===== src/rtl/varredura_matriz_leds.sv =====
// varredura_matriz_leds
// Row-scan controller for an 8x8 LED matrix. It accepts a 64-bit image
// through a valid/ready handshake and keeps it in a pending buffer. It
// time-multiplexes the active image onto the row/column pins one row at a
// time. A pending image becomes active only at a frame boundary, so a
// displayed frame never mixes rows from two images.
//
// Ports
//   clock        system clock, rising edge
//   reset        asynchronous active-high reset
//   enable       1 = scan running, 0 = matrix dark
//   frame_in     image, bit 8*r+c = LED at row r, column c (1 = lit)
//   frame_valid  frame_in is valid
//   frame_ready  pending buffer empty; transfer on valid && ready
//   linhas       one-hot row select at LINE_ACTIVE_HIGH polarity
//   colunas      column data of the selected row at COL_ACTIVE_HIGH polarity
//   frame_done   one-cycle pulse once row 7 blanking has finished
//   db_linha     current row index (debug)
//
// Each row slot is one CARREGA cycle, then ROW_TICKS cycles of EXIBE, then
// BLANK_TICKS cycles of APAGA. A frame therefore lasts
// 8*(1+ROW_TICKS+BLANK_TICKS) cycles. Only the CARREGA slot in front of
// row 0 is a frame boundary.
module varredura_matriz_leds #(
    parameter int ROW_TICKS        = 1000,
    parameter int BLANK_TICKS      = 10,
    parameter bit LINE_ACTIVE_HIGH = 1'b1,
    parameter bit COL_ACTIVE_HIGH  = 1'b0
) (
    input  logic        clock,
    input  logic        reset,
    input  logic        enable,
    input  logic [63:0] frame_in,
    input  logic        frame_valid,
    output logic        frame_ready,
    output logic [7:0]  linhas,
    output logic [7:0]  colunas,
    output logic        frame_done,
    output logic [2:0]  db_linha
);

    localparam int MAX_TICKS = (ROW_TICKS > BLANK_TICKS) ? ROW_TICKS : BLANK_TICKS;
    localparam int TW        = $clog2(MAX_TICKS + 1);
    localparam logic [TW-1:0] ROW_LAST   = TW'(ROW_TICKS - 1);
    localparam logic [TW-1:0] BLANK_LAST = TW'((BLANK_TICKS > 0) ? BLANK_TICKS - 1 : 0);
    localparam logic [7:0] LINE_OFF = LINE_ACTIVE_HIGH ? 8'h00 : 8'hFF;
    localparam logic [7:0] COL_OFF  = COL_ACTIVE_HIGH  ? 8'h00 : 8'hFF;

    typedef enum logic [1:0] {
        OCIOSO,
        CARREGA,
        EXIBE,
        APAGA
    } state_t;

    state_t        state_q, state_d;
    logic [2:0]    row_q, row_d;
    logic [TW-1:0] tick_q, tick_d;
    logic [63:0]   active_q, active_d;
    logic [63:0]   pending_q, pending_d;
    logic          pending_full_q, pending_full_d;
    logic          frame_ready_q, frame_ready_d;
    logic [7:0]    linhas_q, linhas_d;
    logic [7:0]    colunas_q, colunas_d;
    logic          frame_done_q, frame_done_d;
    logic [2:0]    db_linha_q, db_linha_d;
    logic          load_frame;
    logic          accept;
    logic [7:0]    row_sel;
    logic [7:0]    row_bits;

    // Next-state and next-output computation. The registered outputs are
    // derived from the next state. This keeps the pins aligned with the
    // state they describe, without a cycle of lag.
    always_comb begin
        state_d        = state_q;
        row_d          = row_q;
        active_d       = active_q;
        pending_d      = pending_q;
        pending_full_d = pending_full_q;
        frame_done_d   = 1'b0;
        load_frame     = 1'b0;
        accept         = frame_valid && frame_ready_q;

        case (state_q)
            OCIOSO: begin
                if (enable) begin
                    state_d    = CARREGA;
                    row_d      = 3'd0;
                    load_frame = 1'b1;
                end
            end
            CARREGA: state_d = EXIBE;
            EXIBE: begin
                if (tick_q == ROW_LAST) begin
                    state_d = (BLANK_TICKS == 0) ? CARREGA : APAGA;
                end
            end
            APAGA: begin
                if (tick_q == BLANK_LAST) begin
                    state_d = CARREGA;
                end
            end
            default: state_d = OCIOSO;
        endcase

        // Leaving a row: step to the next row. When row 7 ends, wrap to
        // row 0, which marks a frame boundary.
        if ((state_q == EXIBE || state_q == APAGA) && state_d == CARREGA) begin
            if (row_q == 3'd7) begin
                row_d        = 3'd0;
                frame_done_d = 1'b1;
                load_frame   = 1'b1;
            end else begin
                row_d = row_q + 3'd1;
            end
        end

        // Disabling the scan overrides everything. The image buffers are kept.
        if (!enable) begin
            state_d      = OCIOSO;
            row_d        = 3'd0;
            frame_done_d = 1'b0;
            load_frame   = 1'b0;
        end

        // The swap is committed on the edge that enters the boundary CARREGA
        // cycle. This means frame_ready is already high during that cycle.
        // The swap looks only at the pending_full from before this edge, so
        // a word accepted on the same edge waits for the next boundary.
        if (load_frame && pending_full_q) begin
            active_d       = pending_q;
            pending_full_d = 1'b0;
        end
        if (accept) begin
            pending_d      = frame_in;
            pending_full_d = 1'b1;
        end

        tick_d = (state_d != state_q || state_d == OCIOSO) ? '0 : tick_q + 1'b1;

        row_sel  = 8'd1 << row_d;
        row_bits = active_d[{row_d, 3'b000} +: 8];

        linhas_d  = LINE_OFF;
        colunas_d = COL_OFF;
        if (state_d == EXIBE) begin
            linhas_d  = LINE_ACTIVE_HIGH ? row_sel : ~row_sel;
            colunas_d = COL_ACTIVE_HIGH ? row_bits : ~row_bits;
        end
        frame_ready_d = !pending_full_d;
        db_linha_d    = row_d;
    end

    // State, buffers and output registers, all cleared by the async reset.
    always_ff @(posedge clock or posedge reset) begin
        if (reset) begin
            state_q        <= OCIOSO;
            row_q          <= 3'd0;
            tick_q         <= '0;
            active_q       <= 64'd0;
            pending_q      <= 64'd0;
            pending_full_q <= 1'b0;
            frame_ready_q  <= 1'b1;
            linhas_q       <= LINE_OFF;
            colunas_q      <= COL_OFF;
            frame_done_q   <= 1'b0;
            db_linha_q     <= 3'd0;
        end else begin
            state_q        <= state_d;
            row_q          <= row_d;
            tick_q         <= tick_d;
            active_q       <= active_d;
            pending_q      <= pending_d;
            pending_full_q <= pending_full_d;
            frame_ready_q  <= frame_ready_d;
            linhas_q       <= linhas_d;
            colunas_q      <= colunas_d;
            frame_done_q   <= frame_done_d;
            db_linha_q     <= db_linha_d;
        end
    end

    assign frame_ready = frame_ready_q;
    assign linhas      = linhas_q;
    assign colunas     = colunas_q;
    assign frame_done  = frame_done_q;
    assign db_linha    = db_linha_q;

endmodule


===== config.mk =====
export PLATFORM = sky130hd
export DESIGN_NAME = varredura_matriz_leds
export DESIGN_NICKNAME = d
export VERILOG_FILES = /design/src/rtl/varredura_matriz_leds.sv
export SDC_FILE = /design/constraint.sdc
export NUM_CORES = 1
export LEC_CHECK = 0
export CAP_MARGIN = 20
export CORE_MARGIN = 2
export CORE_UTILIZATION = 46
export CTS_CLUSTER_SIZE = 16
export DETAILED_ROUTE_END_ITERATION = 16
export PLACE_DENSITY = 0.79
export SKIP_LAST_GASP = 1
export SLEW_MARGIN = 20
export SYNTH_ARGS = -nofsm -noshare
export SYNTH_HDL_FRONTEND = slang
export SYNTH_SLANG_ARGS = --single-unit

===== constraint.sdc =====
create_clock -name clock -period 11.6 [get_ports clock]
set_clock_uncertainty 0.15 [all_clocks]
set_input_delay 3.48 -clock clock [delete_from_list [all_inputs] [get_ports clock]]
set_output_delay 3.48 -clock clock [all_outputs]
set_load 0.1 [all_outputs]

==> run_results.csv, run 1 <==
group,metric,value,unit
clocking,clock_latency,420,ps
clocking,cts_tree,"built",
placement,dp_hpwl,10400,µm
synthesis,synth_area_leaders,"dfrtp_1, mux2_2, a21o_1",
clocking,clk_pin_slew_worst_paths,60,ps
synthesis,yosysTopAreaCell,"dfrtp_1",
timing,drv_slew,0,
pwr,leakage,3.76,nW
route,dr_total_vias,4818,
cells_and_area,nets,694,
route,route.detailed.wl_per_inst,19.4,µm
route,routed_via_density,5.85,
synthesis,yosysUniqueCellTypes,52,
synthesis,syn_area_per_cell,12.8,µm²
floorplan,fp.dieH,128,µm
clocking,cts-root-buf,"clkbuf_16",
floorplan,pin_count,89,
route,drt_first_iter_violations,468,
synthesis,yosys_warnings,0,
floorplan,start_util,0.470,
worst_setup_path,critPathMaxFanout,90,
timing,grt_setup_unrepaired,"no",
worst_setup_path,cp_data_arrival_time,6450,ps
placement,place.gp.congestion,0.862,
clocking,htree_levels,4,
timing,finalSetupViolations,0,
worst_setup_path,cp.required,11770,ps
synthesis,yosysMostFrequentCell,"dfrtp_1",
clocking,cts_buffers,17,
hold_path,whs_path_depth,1,
route,wirelength,16000,µm
synthesis,netlist_area,7120,µm²
worst_setup_path,worst_setup_path_start_kind,"primary input",
floorplan,core,15100,µm²
cells_and_area,drive_above_1_share,0.231,
pwr,power_density,224,nW/µm²
clocking,cts_sinks,162,
worst_setup_path,reg2reg_from,"tick_q[4]$_DFF_PP0_",
cells_and_area,stdcell_count,823,
synthesis,ys_seq_area_frac,0.571,
global_route,grt_usage,0.198,
global_route,grt_antenna_before_repair,0,
timing,max_slew.worst_pin.slew,1040,ps
worst_setup_path,reg2reg_slack,7970,ps
worst_setup_path,endpoint_kind,"flop",
timing,tns,0,ps
clocking,cts_setup_buffers,0,
timing,finalCritPeriodShare,0.542,
worst_setup_path,r2r_cells,6,
clocking,cts_resized,0,
clocking,cts_max_path_buffers,2,
synthesis,synth_enable_flop_cells,0,
timing,post-route-min-period,6290,ps
global_route,grt_pass1_wl,25100,µm
placement,place_inst,791,
timing,fmax,159,MHz
floorplan,die_w,128,µm
synthesis,synth_fp_nets,627,
run_status,status,"complete, no violations",
global_route,grt_pass1_vias,4808,
synthesis,synth-main-ff-cell,"dfrtp_1",
cells_and_area,nFillCells,1187,
cells_and_area,fin_util,0.571,
worst_setup_path,rr_endpoint,"colunas[7]$_DFF_PP1_",
placement,portBuffers,88,
floorplan,row_count,45,
hold_path,worstHoldStart,"active_q[54]$_DFF_PP0_",
route,drcViolationCount,0,
worst_setup_path,critPathLaunch,"enable",
cells_and_area,syn2layout_area_growth,21.5,%
synthesis,netlist_instances,555,
global_route,overflow,0,
synthesis,synthTopCellsByCount,"dfrtp_1, mux2_2, and3_1, a21o_1, nor2_1",
synthesis,async_flop_share,1.00,
timing,hold_viol,0,
hold_path,hold_class,"reg -> reg",
clocking,ctsHoldBuffers,0,
floorplan,die-area,16500,µm²
cells_and_area,n_antenna_cell,0,
worst_setup_path,critical_path_class,"in -> reg",
run,cap_violations,0,
pwr,ir_worst_vdd,133,µV
global_route,grt_max_degree,95,
cells_and_area,multi_input_area,2770,µm²
cells_and_area,regArea,4070,µm²
route,first_pass_iters,6,
worst_setup_path,critPathCapture,"colunas[7]$_DFF_PP1_",
synthesis,ys_ff_latch,162,
timing,slew_headroom,0.304,
synthesis,yosysTopAreaCellShare,0.538,
route,antenna_left,0,
## where the power goes
part           internal (W)  switching [W]
Sequential         0.000779       0.000112
Combinational      0.000249       0.000216
Clock              0.000357       0.000223
Total               0.00138       0.000551
## worst min path at each step
stage,endpoint
floorplan,active_q[48]$_DFF_PP0_
global placement,active_q[33]$_DFF_PP0_
detailed placement,active_q[42]$_DFF_PP0_
CTS,active_q[42]$_DFF_PP0_
global route,active_q[44]$_DFF_PP0_
finish,active_q[54]$_DFF_PP0_
## critical path, cell delays in order
cell and delay [ps]:
clkdlybuf4s50_1 730, nand3_1 140, or4_4 670, nand2_8 520, a2111oi_0 230, o41ai_1 480
o211ai_1 180
## layer usage
layer,track usage,up-vias,share of wire
met4,0.0776,0,0.022
met1,0.273,2454,0.45
met2,0.306,155,0.47
met5,0,-,0
li1,-,2182,-
met3,0.0474,27,0.057
## layout by cell type, fill, tap and decap left out, types with 4 or more instances in the layout
cell type        instances
dfstp_2                  9
ha_1                     4
xor2_1                   4
a31oi_1                  7
nor2_1                  25
dfrtp_1                153
clkdlybuf4s50_1         88
xnor2_1                  4
o22a_1                  12
o41ai_1                  8
nand3_1                  7
mux2_2                  88
inv_1                   11
nor4_1                   9
a21boi_0                 6
a211oi_1                11
clkbuf_16               17
nand2_1                 11
a21o_1                  33
and3_1                  38
a2111oi_0               11
or2_2                    7
a2111oi_1               12
o21ai_0                  6
## stage by stage
| stage | setup slack [ps] | hold slack, ps | power [W] | instance area, µm² |
|---|---|---|---|---|
| floorplan | 3610 | 293 | 0.00123 | 7120 |
| finish | 5310 | 349 | 0.00194 | 8650 |
| global route | 5180 | 359 | 0.00203 | 8650 |
| CTS | 5430 | 351 | 0.00195 | 8650 |
| global placement | 5060 | 331 | 0.00133 | 8020 |
| detailed placement | 4980 | 337 | 0.00136 | 8030 |
## state kept, by name, summed over array words and instances, names as in the netlist, 2 cells and up
name and count:
linhas 8, active_q 64, db_linha 3, state_q 2, tick_q 10, pending_q 64
colunas 8
## cell families (layout without fill, tap and decap cells)
kind of cell,after synthesis,after routing,synth area share
AO/OA/AOI/OAI,117,117,0.133
multiplexers,91,91,0.144
XOR/XNOR,8,8,0.00984
flip-flops,162,162,0.571
AND/OR/NAND/NOR,118,118,0.0940
adder cells (fa/ha/maj),4,4,0.00703
buffers and inverters,55,135,0.0410
## area by class of cell
| cell class | count | share of cell area |
|---|---|---|
| inverters | 12 | 0.00579 |
| clock buffers | 21 | 0.0544 |
| repair buffers | 91 | 0.104 |
| well taps | 188 | 0.0272 |
| clock inverters | 11 | 0.0174 |
| flip-flops and latches | 162 | 0.470 |
| multi-input cells | 338 | 0.321 |
Note: power is estimated with default switching activity, not from simulation.
==> run 2: changes to the inputs <==
Clock period 11.6 ns to 6.6 ns, I/O delays scaled along.
==> run 2 against run 1 <==
  * Global-route usage increased by 0.50 points
  * Hold slack worse by 0.60 ps
  * Worst setup slack got worse by 3500 ps
  * Sequential share of layout area barely moved
  * Wire length is 1.7% higher
  * Non-clock buffer count stayed put
  * Core utilization about the same
  * Clock power rose by 74%
  * Register-to-register slack worse by 5000 ps
  * Via count up 1.7%
  * Cell area about the same
  * First-iteration DRC count is 6.2% lower
  * Critical endpoint unchanged
==> run_results.csv, run 2 (synthesis results as in run 1) <==
group,metric,value,unit
cells_and_area,final_common_cell,"dfrtp_1",
route,wirelength,16300,µm
pwr,power_density,393,nW/µm²
global_route,grt_pass1_wl,25800,µm
floorplan,fp.dieH,128,µm
floorplan,row_count,45,
pwr,ir_worst_vdd,168,µV
global_route,grt_usage,0.203,
cells_and_area,n_antenna_cell,0,
cells_and_area,drive_above_1_share,0.231,
cells_and_area,syn2layout_area_growth,21.4,%
timing,finalCritPeriodShare,0.722,
floorplan,start_util,0.470,
placement,placed_area,8030,µm²
hold_path,hold_class,"reg -> reg",
run,cap_violations,0,
cells_and_area,reg_top3,"active_q (64), pending_q (64), tick_q (10)",
timing,finalSetupViolations,0,
cells_and_area,final_cell_mix,"dfrtp_1, mux2_2, clkdlybuf4s50_1",
floorplan,pin_count,89,
clocking,clk_pin_slew_worst_paths,60,ps
global_route,grt_max_degree,115,
cells_and_area,fin_area,8640,µm²
route,route.detailed.wl_per_inst,19.8,µm
timing,grt_setup_unrepaired,"no",
clocking,cts_buffers,17,
placement,place.gp.congestion,0.868,
worst_setup_path,critPathMaxFanout,90,
global_route,grt_antenna_before_repair,0,
clocking,cts-root-buf,"clkbuf_16",
worst_setup_path,cp.required,6780,ps
worst_setup_path,critical_path_class,"in -> reg",
cells_and_area,nets,694,
global_route,overflow,0,
clocking,cts_max_path_buffers,2,
route,drcViolationCount,0,
placement,portBuffers,88,
timing,tns,0,ps
timing,post-route-min-period,4770,ps
clocking,cts_resized,0,
run_status,status,"complete, no violations",
route,first_pass_iters,5,
floorplan,die_w,128,µm
timing,hold_viol,0,
timing,max_slew.worst_pin.slew,1080,ps
route,routed_via_density,5.95,
floorplan,core,15100,µm²
route,antenna_left,0,
clocking,clock_latency,430,ps
worst_setup_path,endpoint_kind,"flop",
clocking,htree_levels,4,
route,dr_total_vias,4900,
clocking,cts_setup_buffers,0,
clocking,cts_tree,"built",
floorplan,die-area,16500,µm²
placement,dp_hpwl,10700,µm
pwr,leakage,3.75,nW
timing,fmax,210,MHz
timing,slew_headroom,0.280,
worst_setup_path,cp_data_arrival_time,4940,ps
worst_setup_path,worst_setup_path_start_kind,"primary input",
route,drt_first_iter_violations,439,
global_route,grt_pass1_vias,4829,
clocking,cts_sinks,162,
clocking,ctsHoldBuffers,0,
timing,drv_slew,0,
## run 2: cell types whose count changed in the layout (fill, tap and decap cells not counted), sizes merged
cell / previous run / this run
inv: 14 / 13
clkinvlp: 2 / 4
clkbuf: 21 / 20
## run 2: final cells by class
type	instances	area (µm²)
well taps	188	235
flip-flops and latches	162	4070
repair buffers	91	903
clock buffers	20	457
multi-input cells	338	2770
fillers	1179	6500
clock inverters	12	156
inverters	12	52.6
## run 2: through the flow
step	std cells	hold slack (ps)	util	total power, W	worst slack, ps
6_report	823	348	0.571	0.00340	1830
5_1_grt	823	364	0.571	0.00357	1620
4_1_cts	823	350	0.570	0.00341	1950
3_5_place_dp	791	336	0.530	0.00239	1510
3_3_place_gp	791	330	0.529	0.00234	1580
2_1_floorplan	555	293	-	0.00215	108
## run 2: metal layers
metal  wire [µm]  GRT usage  part of all wire
met1        7240      0.283              0.45
met2        7680      0.306              0.47
met3        1110     0.0553             0.068
met4         231     0.0769             0.014
met5           0          0                 0
## run 2: power breakdown
part	switching (W)	total, W	internal [W]	leakage [nW]
Combinational	0.000382	0.000820	0.000439	1.50
Sequential	0.000198	0.00157	0.00137	1.96
Clock	0.000397	0.00101	0.000615	0.289
Total	0.000977	0.00340	0.00242	3.75
## run 2: worst paths after layout
check,start,endpoint,slack [ps],cells after the start
max in group asynchronous,reset,pending_q[61]$_DFFE_PP0P_,3220,3
hold / removal,active_q[44]$_DFF_PP0_,active_q[44]$_DFF_PP0_,350,1
min in group asynchronous,reset,active_q[42]$_DFF_PP0_,1930,2
setup / recovery,enable,colunas[7]$_DFF_PP1_,1830,7
setup reg to reg,tick_q[4]$_DFF_PP0_,colunas[7]$_DFF_PP1_,2950,6
hold reg to reg,active_q[44]$_DFF_PP0_,active_q[44]$_DFF_PP0_,350,1
## run 2: worst max-delay path, cell delays in order
cell	delay, ps
clkdlybuf4s50_1	730
nand3_1	130
or4_4	670
nand2_8	530
a2111oi_0	250
o41ai_1	470
o211ai_1	160
==> run 3: changes to the inputs <==
Clock period 6.6 ns to 5 ns, I/O delays scaled along.
==> run 3 against run 2 <==
  * Global-route usage up 0.47 points
  * Critical path type unchanged
  * Non-clock buffer count up 7
  * Flip-flop and latch count unchanged
  * Clock power up 33%
  * Via count down 0.29%
  * Largest cell class unchanged
  * Sequential power up 32%
  * Hold slack about the same
==> run_results.csv, run 3 (synthesis results as in run 1) <==
group,metric,value,unit
cells_and_area,n_antenna_cell,0,
timing,fin_hold_ws,348,ps
pwr,leakage,3.79,nW
worst_setup_path,critPathMaxFanout,27,
worst_setup_path,reg2reg_from,"tick_q[4]$_DFF_PP0_",
route,first_pass_iters,5,
floorplan,die-area,16500,µm²
clocking,clock_latency,430,ps
floorplan,row_count,45,
global_route,grt_usage,0.208,
global_route,grt_antenna_before_repair,0,
worst_setup_path,cp.required,5190,ps
route,dr_total_vias,4886,
cells_and_area,drive_above_1_share,0.237,
pwr,p_int,0.00321,W
route,route.detailed.wl_per_inst,19.9,µm
global_route,grt_max_degree,91,
pwr,power.share.clock,0.296,
pwr,ir_worst_vdd,267,µV
placement,dp_hpwl,10900,µm
timing,max_slew.worst_pin.slew,1020,ps
worst_setup_path,reg2reg_slack,1520,ps
timing,grt_setup_unrepaired,"no",
worst_setup_path,critical_path_class,"in -> reg",
hold_path,worstHoldStart,"active_q[60]$_DFF_PP0_",
cells_and_area,nets,701,
worst_setup_path,worst_setup_path_start_kind,"primary input",
cells_and_area,fin_area,8720,µm²
run_status,status,"complete, no violations",
pwr,p_sw_frac,0.289,
route,drt_first_iter_violations,446,
hold_path,hold_class,"reg -> reg",
clocking,cts_buffers,17,
floorplan,die_w,128,µm
pwr,power_frac_seq,0.460,
route,wirelength,16500,µm
cells_and_area,multi_input_area,2760,µm²
clocking,clk_pin_slew_worst_paths,60,ps
clocking,cts_resized,0,
floorplan,start_util,0.470,
clocking,cts_setup_buffers,0,
floorplan,core,15100,µm²
hold_path,min_to,"active_q[60]$_DFF_PP0_",
clocking,htree_levels,4,
floorplan,pin_count,89,
run,cap_violations,0,
pwr,power_density,518,nW/µm²
timing,slew_headroom,0.318,
cells_and_area,syn2layout_area_growth,22.5,%
cells_and_area,reg_top3,"active_q (64), pending_q (64), tick_q (10)",
pwr,power,0.00452,W
clocking,cts-root-buf,"clkbuf_16",
timing,finalSetupViolations,0,
hold_path,whs_path_depth,1,
timing,drv_slew,0,
clocking,ctsHoldBuffers,0,
placement,placed_area,8090,µm²
timing,fmax,241,MHz
clocking,cts_tree,"built",
global_route,overflow,0,
worst_setup_path,cp_data_arrival_time,4340,ps
pwr,switching_power,0.00131,W
worst_setup_path,r2r_cells,7,
route,antenna_left,0,
clocking,cts_max_path_buffers,2,
worst_setup_path,rr_endpoint,"colunas[2]$_DFF_PP1_",
placement,portBuffers,88,
cells_and_area,nFillCells,1161,
global_route,grt_pass1_wl,26200,µm
floorplan,fp.dieH,128,µm
timing,finalCritPeriodShare,0.829,
cells_and_area,regArea,4070,µm²
clocking,cts_sinks,162,
timing,post-route-min-period,4140,ps
placement,place.gp.congestion,0.864,
timing,tns,0,ps
cells_and_area,final_common_cell,"dfrtp_1",
pwr,comb_power_share,0.244,
global_route,grt_pass1_vias,4991,
worst_setup_path,endpoint_kind,"flop",
timing,hold_viol,0,
cells_and_area,final_cell_mix,"dfrtp_1, mux2_2, clkdlybuf4s50_1",
route,routed_via_density,5.89,
route,drcViolationCount,0,
## run 3: routing by layer
metal  share of wire  vias to the layer above  global-route usage  routed length [µm]
met1            0.43                     2456               0.273                7110
met5               0                        -                   0                   0
met2            0.48                      186               0.326                7930
li1                -                     2206                   -                   -
met3           0.062                       38              0.0603                1030
met4           0.027                        0              0.0860                 439
## run 3: metrics by stage
| stage | instances | setup WS, ps | util |
|---|---|---|---|
| final | 830 | 857 | 0.576 |
| after global routing | 830 | 771 | 0.576 |
| after CTS | 829 | 897 | 0.574 |
| after detailed placement | 797 | 481 | 0.534 |
| after global placement | 797 | 631 | 0.534 |
| after floorplan | 555 | 1300 | - |
## run 3: area by class of cell
cell class | instances | share of cell area
Clock buffer | 21 | 0.0528
Clock inverter | 11 | 0.0176
Inverter | 12 | 0.00560
Multi-Input combinational cell | 338 | 0.317
Sequential cell | 162 | 0.466
Tap cell | 188 | 0.0270
Timing Repair Buffer | 98 | 0.114
## run 3: worst max-delay path by stage
| stage | from | endpoint | slack [ps] | cells past startpoint |
|---|---|---|---|---|
| final | enable | colunas[2]$_DFF_PP1_ | 860 | 8 |
| after floorplan | reset | active_q[0]$_DFF_PP0_ | 1300 | 1 |
| after global placement | enable | colunas[2]$_DFF_PP1_ | 630 | 8 |
| after CTS | enable | colunas[2]$_DFF_PP1_ | 900 | 8 |
| after global routing | enable | colunas[6]$_DFF_PP1_ | 770 | 7 |
| after detailed placement | enable | colunas[2]$_DFF_PP1_ | 480 | 8 |
## run 3: power by group through the flow
stage | Clock [W] | Sequential [W] | Combinational [W]
after global placement | 0 | 0.00206 | 0.00103
after CTS | 0.00135 | 0.00207 | 0.00111
after detailed placement | 0 | 0.00208 | 0.00108
after global routing | 0.00141 | 0.00212 | 0.00120
final | 0.00134 | 0.00208 | 0.00110
after floorplan | 0 | 0.00203 | 0.000816
## run 3: critical path, cell delays in order
cell and delay (ps):
clkdlybuf4s50_1 720, nand3_1 130, or4_4 580, buf_4 270, and3_1 210, a2111oi_1 560
nor4_1 170, a31oi_1 190
